`src/rtl/decode_pkg.sv`:
```
// Shared constants and record types for the decode stage.
// Imported by insn_decoder and decode_pipe.
package decode_pkg;

    typedef enum logic [1:0] {
        CLS_R   = 2'd0,
        CLS_I   = 2'd1,
        CLS_J   = 2'd2,
        CLS_ILL = 2'd3
    } cls_e;

    typedef enum logic [1:0] {
        EMPTY = 2'd0,
        ONE   = 2'd1,
        TWO   = 2'd2
    } buf_state_e;

    localparam logic [5:0] OP_SPECIAL = 6'h00;
    localparam logic [5:0] OP_REGIMM  = 6'h01;
    localparam logic [5:0] OP_J       = 6'h02;
    localparam logic [5:0] OP_JAL     = 6'h03;
    localparam logic [5:0] OP_BEQ     = 6'h04;
    localparam logic [5:0] OP_BNE     = 6'h05;
    localparam logic [5:0] OP_BLEZ    = 6'h06;
    localparam logic [5:0] OP_BGTZ    = 6'h07;
    localparam logic [5:0] OP_ADDIU   = 6'h09;
    localparam logic [5:0] OP_SLTI    = 6'h0A;
    localparam logic [5:0] OP_SLTIU   = 6'h0B;
    localparam logic [5:0] OP_ANDI    = 6'h0C;
    localparam logic [5:0] OP_ORI     = 6'h0D;
    localparam logic [5:0] OP_XORI    = 6'h0E;
    localparam logic [5:0] OP_LUI     = 6'h0F;
    localparam logic [5:0] OP_LB      = 6'h20;
    localparam logic [5:0] OP_LW      = 6'h23;
    localparam logic [5:0] OP_LBU     = 6'h24;
    localparam logic [5:0] OP_SB      = 6'h28;
    localparam logic [5:0] OP_SW      = 6'h2B;

    localparam logic [5:0] F_SLL   = 6'h00;
    localparam logic [5:0] F_SRL   = 6'h02;
    localparam logic [5:0] F_SRA   = 6'h03;
    localparam logic [5:0] F_SLLV  = 6'h04;
    localparam logic [5:0] F_SRLV  = 6'h06;
    localparam logic [5:0] F_SRAV  = 6'h07;
    localparam logic [5:0] F_JR    = 6'h08;
    localparam logic [5:0] F_JALR  = 6'h09;
    localparam logic [5:0] F_MFHI  = 6'h10;
    localparam logic [5:0] F_MFLO  = 6'h12;
    localparam logic [5:0] F_MULT  = 6'h18;
    localparam logic [5:0] F_MULTU = 6'h19;
    localparam logic [5:0] F_DIV   = 6'h1A;
    localparam logic [5:0] F_DIVU  = 6'h1B;
    localparam logic [5:0] F_ADD   = 6'h20;
    localparam logic [5:0] F_ADDU  = 6'h21;
    localparam logic [5:0] F_SUB   = 6'h22;
    localparam logic [5:0] F_SUBU  = 6'h23;
    localparam logic [5:0] F_AND   = 6'h24;
    localparam logic [5:0] F_OR    = 6'h25;
    localparam logic [5:0] F_XOR   = 6'h26;
    localparam logic [5:0] F_NOR   = 6'h27;
    localparam logic [5:0] F_SLT   = 6'h2A;
    localparam logic [5:0] F_SLTU  = 6'h2B;

    typedef struct packed {
        logic [5:0] opcode;
        logic [4:0] rs;
        logic [4:0] rt;
        logic [4:0] rd;
        logic [4:0] sa;
        logic [5:0] func;
        cls_e       cls;
        logic       wr_en;
        logic [4:0] wr_reg;
    } dec_t;

    localparam int DEC_W = $bits(dec_t);

endpackage

```
`src/rtl/insn_decoder.sv`:
```
// Combinational field split, class, immediate and writeback decode.
// Pure function of the instruction word.
module insn_decoder
    import decode_pkg::*;
#(
    parameter int IMM_W     = 32,
    parameter int MULDIV_EN = 1
) (
    input  logic [31:0]      insn,
    output logic [DEC_W-1:0] dec,
    output logic [IMM_W-1:0] imm
);

    logic [5:0]       op;
    logic [5:0]       fn;
    logic [4:0]       rt;
    logic [4:0]       rd;
    logic [IMM_W-1:0] sext;
    cls_e             cls;
    logic             wr;
    logic [4:0]       dst;
    logic             wr_en;
    dec_t             d;

    assign op   = insn[31:26];
    assign rt   = insn[20:16];
    assign rd   = insn[15:11];
    assign fn   = insn[5:0];
    assign sext = IMM_W'($signed(insn[15:0]));

    always_comb begin
        cls = CLS_ILL;
        wr  = 1'b0;
        dst = 5'd0;
        unique case (op)
            OP_SPECIAL: begin
                unique case (fn)
                    F_SLL, F_SRL, F_SRA, F_SLLV, F_SRLV, F_SRAV,
                    F_JALR, F_ADD, F_ADDU, F_SUB, F_SUBU,
                    F_AND, F_OR, F_XOR, F_NOR, F_SLT, F_SLTU: begin
                        cls = CLS_R;
                        wr  = 1'b1;
                        dst = rd;
                    end
                    F_JR: cls = CLS_R;
                    F_MULT, F_MULTU, F_DIV, F_DIVU: begin
                        if (MULDIV_EN != 0) cls = CLS_R;
                    end
                    F_MFHI, F_MFLO: begin
                        if (MULDIV_EN != 0) begin
                            cls = CLS_R;
                            wr  = 1'b1;
                            dst = rd;
                        end
                    end
                    default: ;
                endcase
            end
            OP_J: cls = CLS_J;
            OP_JAL: begin
                cls = CLS_J;
                wr  = 1'b1;
                dst = 5'd31;
            end
            OP_REGIMM: begin
                if (rt[4:1] == 4'd0) cls = CLS_I;
            end
            OP_BEQ, OP_BNE, OP_BLEZ, OP_BGTZ, OP_SB, OP_SW:
                cls = CLS_I;
            OP_ADDIU, OP_SLTI, OP_SLTIU, OP_ANDI, OP_ORI,
            OP_XORI, OP_LUI, OP_LB, OP_LW, OP_LBU: begin
                cls = CLS_I;
                wr  = 1'b1;
                dst = rt;
            end
            default: ;
        endcase
    end

    // LUI is the sign-extended immediate moved up by 16
    always_comb begin
        unique case (op)
            OP_ANDI, OP_ORI, OP_XORI: imm = IMM_W'(insn[15:0]);
            OP_LUI:                   imm = sext << 16;
            default:                  imm = sext;
        endcase
    end

    assign wr_en = wr && (dst != 5'd0);

    always_comb begin
        d.opcode = op;
        d.rs     = insn[25:21];
        d.rt     = rt;
        d.rd     = rd;
        d.sa     = insn[10:6];
        d.func   = fn;
        d.cls    = cls;
        d.wr_en  = wr_en;
        d.wr_reg = wr_en ? dst : 5'd0;
    end

    assign dec = d;

endmodule

```
`src/rtl/decode_pipe.sv`:
```
// Decode stage: combinational decode into a 2-entry skid buffer
// with registered in_ready and a retired-decode counter.
module decode_pipe
    import decode_pkg::*;
#(
    parameter int PC_W      = 32,
    parameter int IMM_W     = 32,
    parameter int MULDIV_EN = 1,
    parameter int CNT_W     = 16
) (
    input  logic             clock,
    input  logic             reset_n,
    input  logic             flush,
    input  logic             in_valid,
    output logic             in_ready,
    input  logic [31:0]      in_insn,
    input  logic [PC_W-1:0]  in_pc,
    output logic             out_valid,
    input  logic             out_ready,
    output logic [5:0]       out_opcode,
    output logic [4:0]       out_rs,
    output logic [4:0]       out_rt,
    output logic [4:0]       out_rd,
    output logic [4:0]       out_sa,
    output logic [5:0]       out_func,
    output logic [IMM_W-1:0] out_imm,
    output logic [25:0]      out_target,
    output logic [PC_W-1:0]  out_pc,
    output logic [1:0]       out_class,
    output logic             out_wr_en,
    output logic [4:0]       out_wr_reg,
    output logic [CNT_W-1:0] decode_count
);

    logic [DEC_W-1:0] dec_vec;
    logic [IMM_W-1:0] dec_imm;

    insn_decoder #(
        .IMM_W     (IMM_W),
        .MULDIV_EN (MULDIV_EN)
    ) u_dec (
        .insn (in_insn),
        .dec  (dec_vec),
        .imm  (dec_imm)
    );

    buf_state_e       state, state_nx;
    logic             rdy;
    logic             push, pop;
    dec_t             h_dec, s_dec;
    logic [IMM_W-1:0] h_imm, s_imm;
    logic [PC_W-1:0]  h_pc, s_pc;

    assign push = in_valid && rdy && !flush;
    assign pop  = out_valid && out_ready && !flush;

    always_ff @(posedge clock or negedge reset_n) begin
        if (!reset_n) begin
            state <= EMPTY;
            rdy   <= 1'b0;
        end else begin
            state <= state_nx;
            rdy   <= (state_nx != TWO);
        end
    end

    always_comb begin
        state_nx = state;
        if (flush) begin
            state_nx = EMPTY;
        end else begin
            unique case (state)
                EMPTY: if (push) state_nx = ONE;
                ONE: begin
                    if (push && !pop)      state_nx = TWO;
                    else if (!push && pop) state_nx = EMPTY;
                end
                TWO:     if (pop) state_nx = ONE;
                default: state_nx = EMPTY;
            endcase
        end
    end

    always_comb begin
        out_valid = (state != EMPTY);
        in_ready  = rdy;
    end

    // Head refills from the skid slot, or directly from decode when
    // the buffer is empty or draining one-for-one.
    always_ff @(posedge clock or negedge reset_n) begin
        if (!reset_n) begin
            h_dec <= '0;
            h_imm <= '0;
            h_pc  <= '0;
            s_dec <= '0;
            s_imm <= '0;
            s_pc  <= '0;
        end else begin
            if (push && (state == EMPTY || (state == ONE && pop))) begin
                h_dec <= dec_t'(dec_vec);
                h_imm <= dec_imm;
                h_pc  <= in_pc;
            end else if (pop && state == TWO) begin
                h_dec <= s_dec;
                h_imm <= s_imm;
                h_pc  <= s_pc;
            end
            if (push && state == ONE && !pop) begin
                s_dec <= dec_t'(dec_vec);
                s_imm <= dec_imm;
                s_pc  <= in_pc;
            end
        end
    end

    always_ff @(posedge clock or negedge reset_n) begin
        if (!reset_n) decode_count <= '0;
        else if (pop) decode_count <= decode_count + 1'b1;
    end

    assign out_opcode = h_dec.opcode;
    assign out_rs     = h_dec.rs;
    assign out_rt     = h_dec.rt;
    assign out_rd     = h_dec.rd;
    assign out_sa     = h_dec.sa;
    assign out_func   = h_dec.func;
    assign out_target = {h_dec.rs, h_dec.rt, h_dec.rd, h_dec.sa, h_dec.func};
    assign out_class  = h_dec.cls;
    assign out_wr_en  = h_dec.wr_en;
    assign out_wr_reg = h_dec.wr_reg;
    assign out_imm    = h_imm;
    assign out_pc     = h_pc;

endmodule
```
`config.mk`:
```
export PLATFORM = sky130hd
export DESIGN_NAME = decode_pipe
export DESIGN_NICKNAME = d
export VERILOG_FILES = /design/src/rtl/decode_pkg.sv /design/src/rtl/insn_decoder.sv /design/src/rtl/decode_pipe.sv
export SDC_FILE = /design/constraint.sdc
export NUM_CORES = 1
export LEC_CHECK = 0
export BUFFER_PORTS_ARGS = -buffer_cell sky130_fd_sc_hd__clkbuf_2
export CORE_ASPECT_RATIO = 1.1
export CORE_MARGIN = 2
export CORE_UTILIZATION = 30
export DETAILED_ROUTE_END_ITERATION = 8
export PLACE_DENSITY_LB_ADDON = 0.1
export SLEW_MARGIN = 20
export SYNTH_ARGS = -nofsm -noshare
export SYNTH_HDL_FRONTEND = slang
export SYNTH_HIERARCHICAL = 1
export SYNTH_SLANG_ARGS = --single-unit
```
`constraint.sdc`:
```
create_clock -name clock -period 2.9 [get_ports clock]
set_clock_uncertainty 0.1 [all_clocks]
set_input_delay 0.29 -clock clock [delete_from_list [all_inputs] [get_ports clock]]
set_output_delay 0.29 -clock clock [all_outputs]
set_load 0.005 [all_outputs]
```
==> flow_summary.yaml <==
layout:
  syn2layout_area_growth_pct: 24.9
  largest-register: "s_dec"
  drive_gt1_share_pct: 38.2
  multiInputGateArea_um2: 4000
  fillers: 3318
  nets: 1078
  fin_area_um2: 12900
  regArea_um2: 5680
  diodes: 0
  largest_reg_flops: 40
routing:
  ant_nets: 0
  num_vias: 7141
  routed_via_density: 4.88
  dr.pass1.iters: 4
  drt_wl_total_um: 28500
  wl_per_cell_um: 19.5
  drt_iter0_drc: 474
  drc: 0
place:
  hpwl_um: 17500
  gp_congestion: 0.700
  dpl_cell_area_um2: 11600
  numPortBuffers: 216
synthesis:
  ys_seq_area_share_pct: 54.9
  yosysMostFrequentCell: "dfrtp_1"
  yosys.area.top_type: "dfrtp_1"
  synthArstFlopShare_pct: 100
  synth_cell_types: 52
  syn_nets: 880
  yosys-top-cells-area: "dfrtp_1, mux2_2, a221o_1, and2_1, buf_4"
  syn_avg_cell_area_um2: 12.8
  synth_top_flop_cell: "dfrtp_1"
  synth_edf_count: 0
  synthCells: 810
  mappedNetlistArea_um2: 10300
  yosysTopAreaCellShare_pct: 54.9
  ys_ff_latch: 227
  yosys_warnings: 6
  yosys-top-cells-count: "dfrtp_1, a221o_1, mux2_2"
timing:
  fin_hold_ws_ns: 0.0357
  finalSetupTns_ns: 0
  rsz0062_at_grt: "no"
  finalHoldViolCount: 0
  final-setup-viol-count: 0
  fmax_ghz: 0.452
  min_period_over_period_pct: 76.3
  slew_violations: 0
  worst_pin_slew_ns: 0.666
  maxSlewHeadroom_pct: 55.6
  fin_crit_ns: 2.21
cts:
  cts_tree: "done"
  cts_setup_buffers: 0
  insertion_delay_ns: 0.53
  root_buffer: "clkbuf_16"
  htree_levels: 1
  path_clk_slew_ns: 0.06
  cts_buffers: 27
  cts_num_sinks: 227
  clk_path_buf_depth: 3
run_status:
  outcome: "completed"
hold_path:
  hp-class: "input port to flop"
power_and_ir_drop:
  power.leakage_nw: 6.12
  powerDensity_nw_per_um2: 718
  vdd_drop_max_mv: 0.381
critical_path:
  cpMaxStageDelayCell: "a21o_4"
  criticalPathCategory: "flop to flop"
  crit_family: "compound AO/OA/AOI/OAI gates"
  path_max_fanout: 65
  cp_cell_sequence: "and3b_1 > nand2_1 > a21o_4 > buf_12 > a221o_1"
  worstSetupStartpointType: "flop"
  required_ns: 3.21
  cpPeakStageDelay_ns: 0.42
  endpoint_kind: "flop"
  arrival_ns: 2.52
  path_buf_inv: 1
grt:
  antenna_found_initial: 0
  grtUsageTotal_pct: 15.5
  grt_pass1_vias: 7109
  grt_max_degree: 105
  grt.overflow.total: 0
  grt_pass1_wl_um: 43700
floorplan:
  fp.dieW_um: 181
  die_h_um: 199
  dieArea_um2: 36000
  design.core.area_um2: 34100
  rows: 71
  start_util_pct: 30.3
  pin_count: 217
job:
  drv_cap: 0
## per-layer routing
| metal | vias up | wire length (um) | share of wire (%) | GRT usage, % |
|---|---|---|---|---|
| met3 | 38 | 1540 | 5.4 | 2.76 |
| met5 | - | 0 | 0 | 0 |
| li1 | 3323 | - | - | - |
| met2 | 194 | 12800 | 45 | 24.4 |
| met4 | 0 | 558 | 2.0 | 4.10 |
| met1 | 3586 | 13600 | 48 | 22.1 |
## metrics by stage
step	total power [mW]	util [%]	instances	setup slack [ns]
4_1_cts	9.43	37.9	1462	0.652
5_1_grt	9.78	37.9	1462	0.601
6_report	9.27	37.9	1462	0.688
3_5_place_dp	5.96	33.9	1368	0.659
2_1_floorplan	5.24	-	810	1.09
3_3_place_gp	5.91	33.9	1368	0.683
## area by class of cell
type / count / share of cell area [%]
clock buffers: 40 / 6.31
multi-input cells: 469 / 31.0
inverters: 3 / 0.0872
flip-flops and latches: 227 / 44.0
repair buffers: 280 / 14.0
clock inverters: 5 / 0.436
well taps: 438 / 4.24
## power breakdown
group | switching (mW) | total, mW | internal [mW]
combinational | 0.660 | 1.59 | 0.930
sequential | 0.436 | 4.33 | 3.89
clock | 1.34 | 3.35 | 2.01
## kinds of logic (layout without fill, tap and decap cells)
family / after synthesis / count (layout) / synth area share, %
flops: 227 / 227 / 54.9
simple gates: 195 / 195 / 11.7
compound gates: 151 / 151 / 13.6
buf+inv: 114 / 328 / 6.75
mux: 106 / 106 / 11.5
xor+xnor: 16 / 16 / 1.36
fa+ha+maj: 1 / 1 / 0.121
## what timing repair did
item,4_1_cts,5_1_grt
hold buffers,49,0
endpoints found under the hold margin,169,0
gates resized for setup,0,0
## cells in the final DEF (no fill, tap or decap), drive strengths merged, types with 3 or more instances in the layout
| cell | netlist | layout |
|---|---|---|
| nor2 | 12 | 12 |
| nand3 | 7 | 7 |
| nor3 | 6 | 6 |
| o21ai | 3 | 3 |
| mux2 | 105 | 105 |
| dlygate4sd3 | 0 | 49 |
| buf | 94 | 16 |
| xnor2 | 13 | 13 |
| or4 | 3 | 3 |
| nor4 | 3 | 3 |
| and2 | 104 | 104 |
| nor2b | 21 | 21 |
| nand2 | 17 | 17 |
| a221o | 109 | 109 |
| and3 | 3 | 3 |
| nand2b | 7 | 7 |
| xor2 | 3 | 3 |
| a21oi | 6 | 6 |
| nand4 | 7 | 7 |
| dfrtp | 227 | 227 |
| a21o | 18 | 18 |
| clkbuf | 17 | 255 |
| inv | 3 | 4 |
## final timing paths
kind / from / end / slack (ns) / cells after the start
min in group asynchronous: reset_n / s_dec[29] / 0.26 / 2
max in group asynchronous: reset_n / s_pc[15] / 1.61 / 3
hold reg to reg: decode_count[15] / decode_count[15] / 0.36 / 1
setup / recovery: state[1] / out_pc[5] / 0.69 / 5
hold / removal: in_insn[10] / out_sa[4] / 0.04 / 2
setup reg to reg: state[1] / out_pc[5] / 0.69 / 5
No activity file was read; power rests on OpenSTA's default activity.
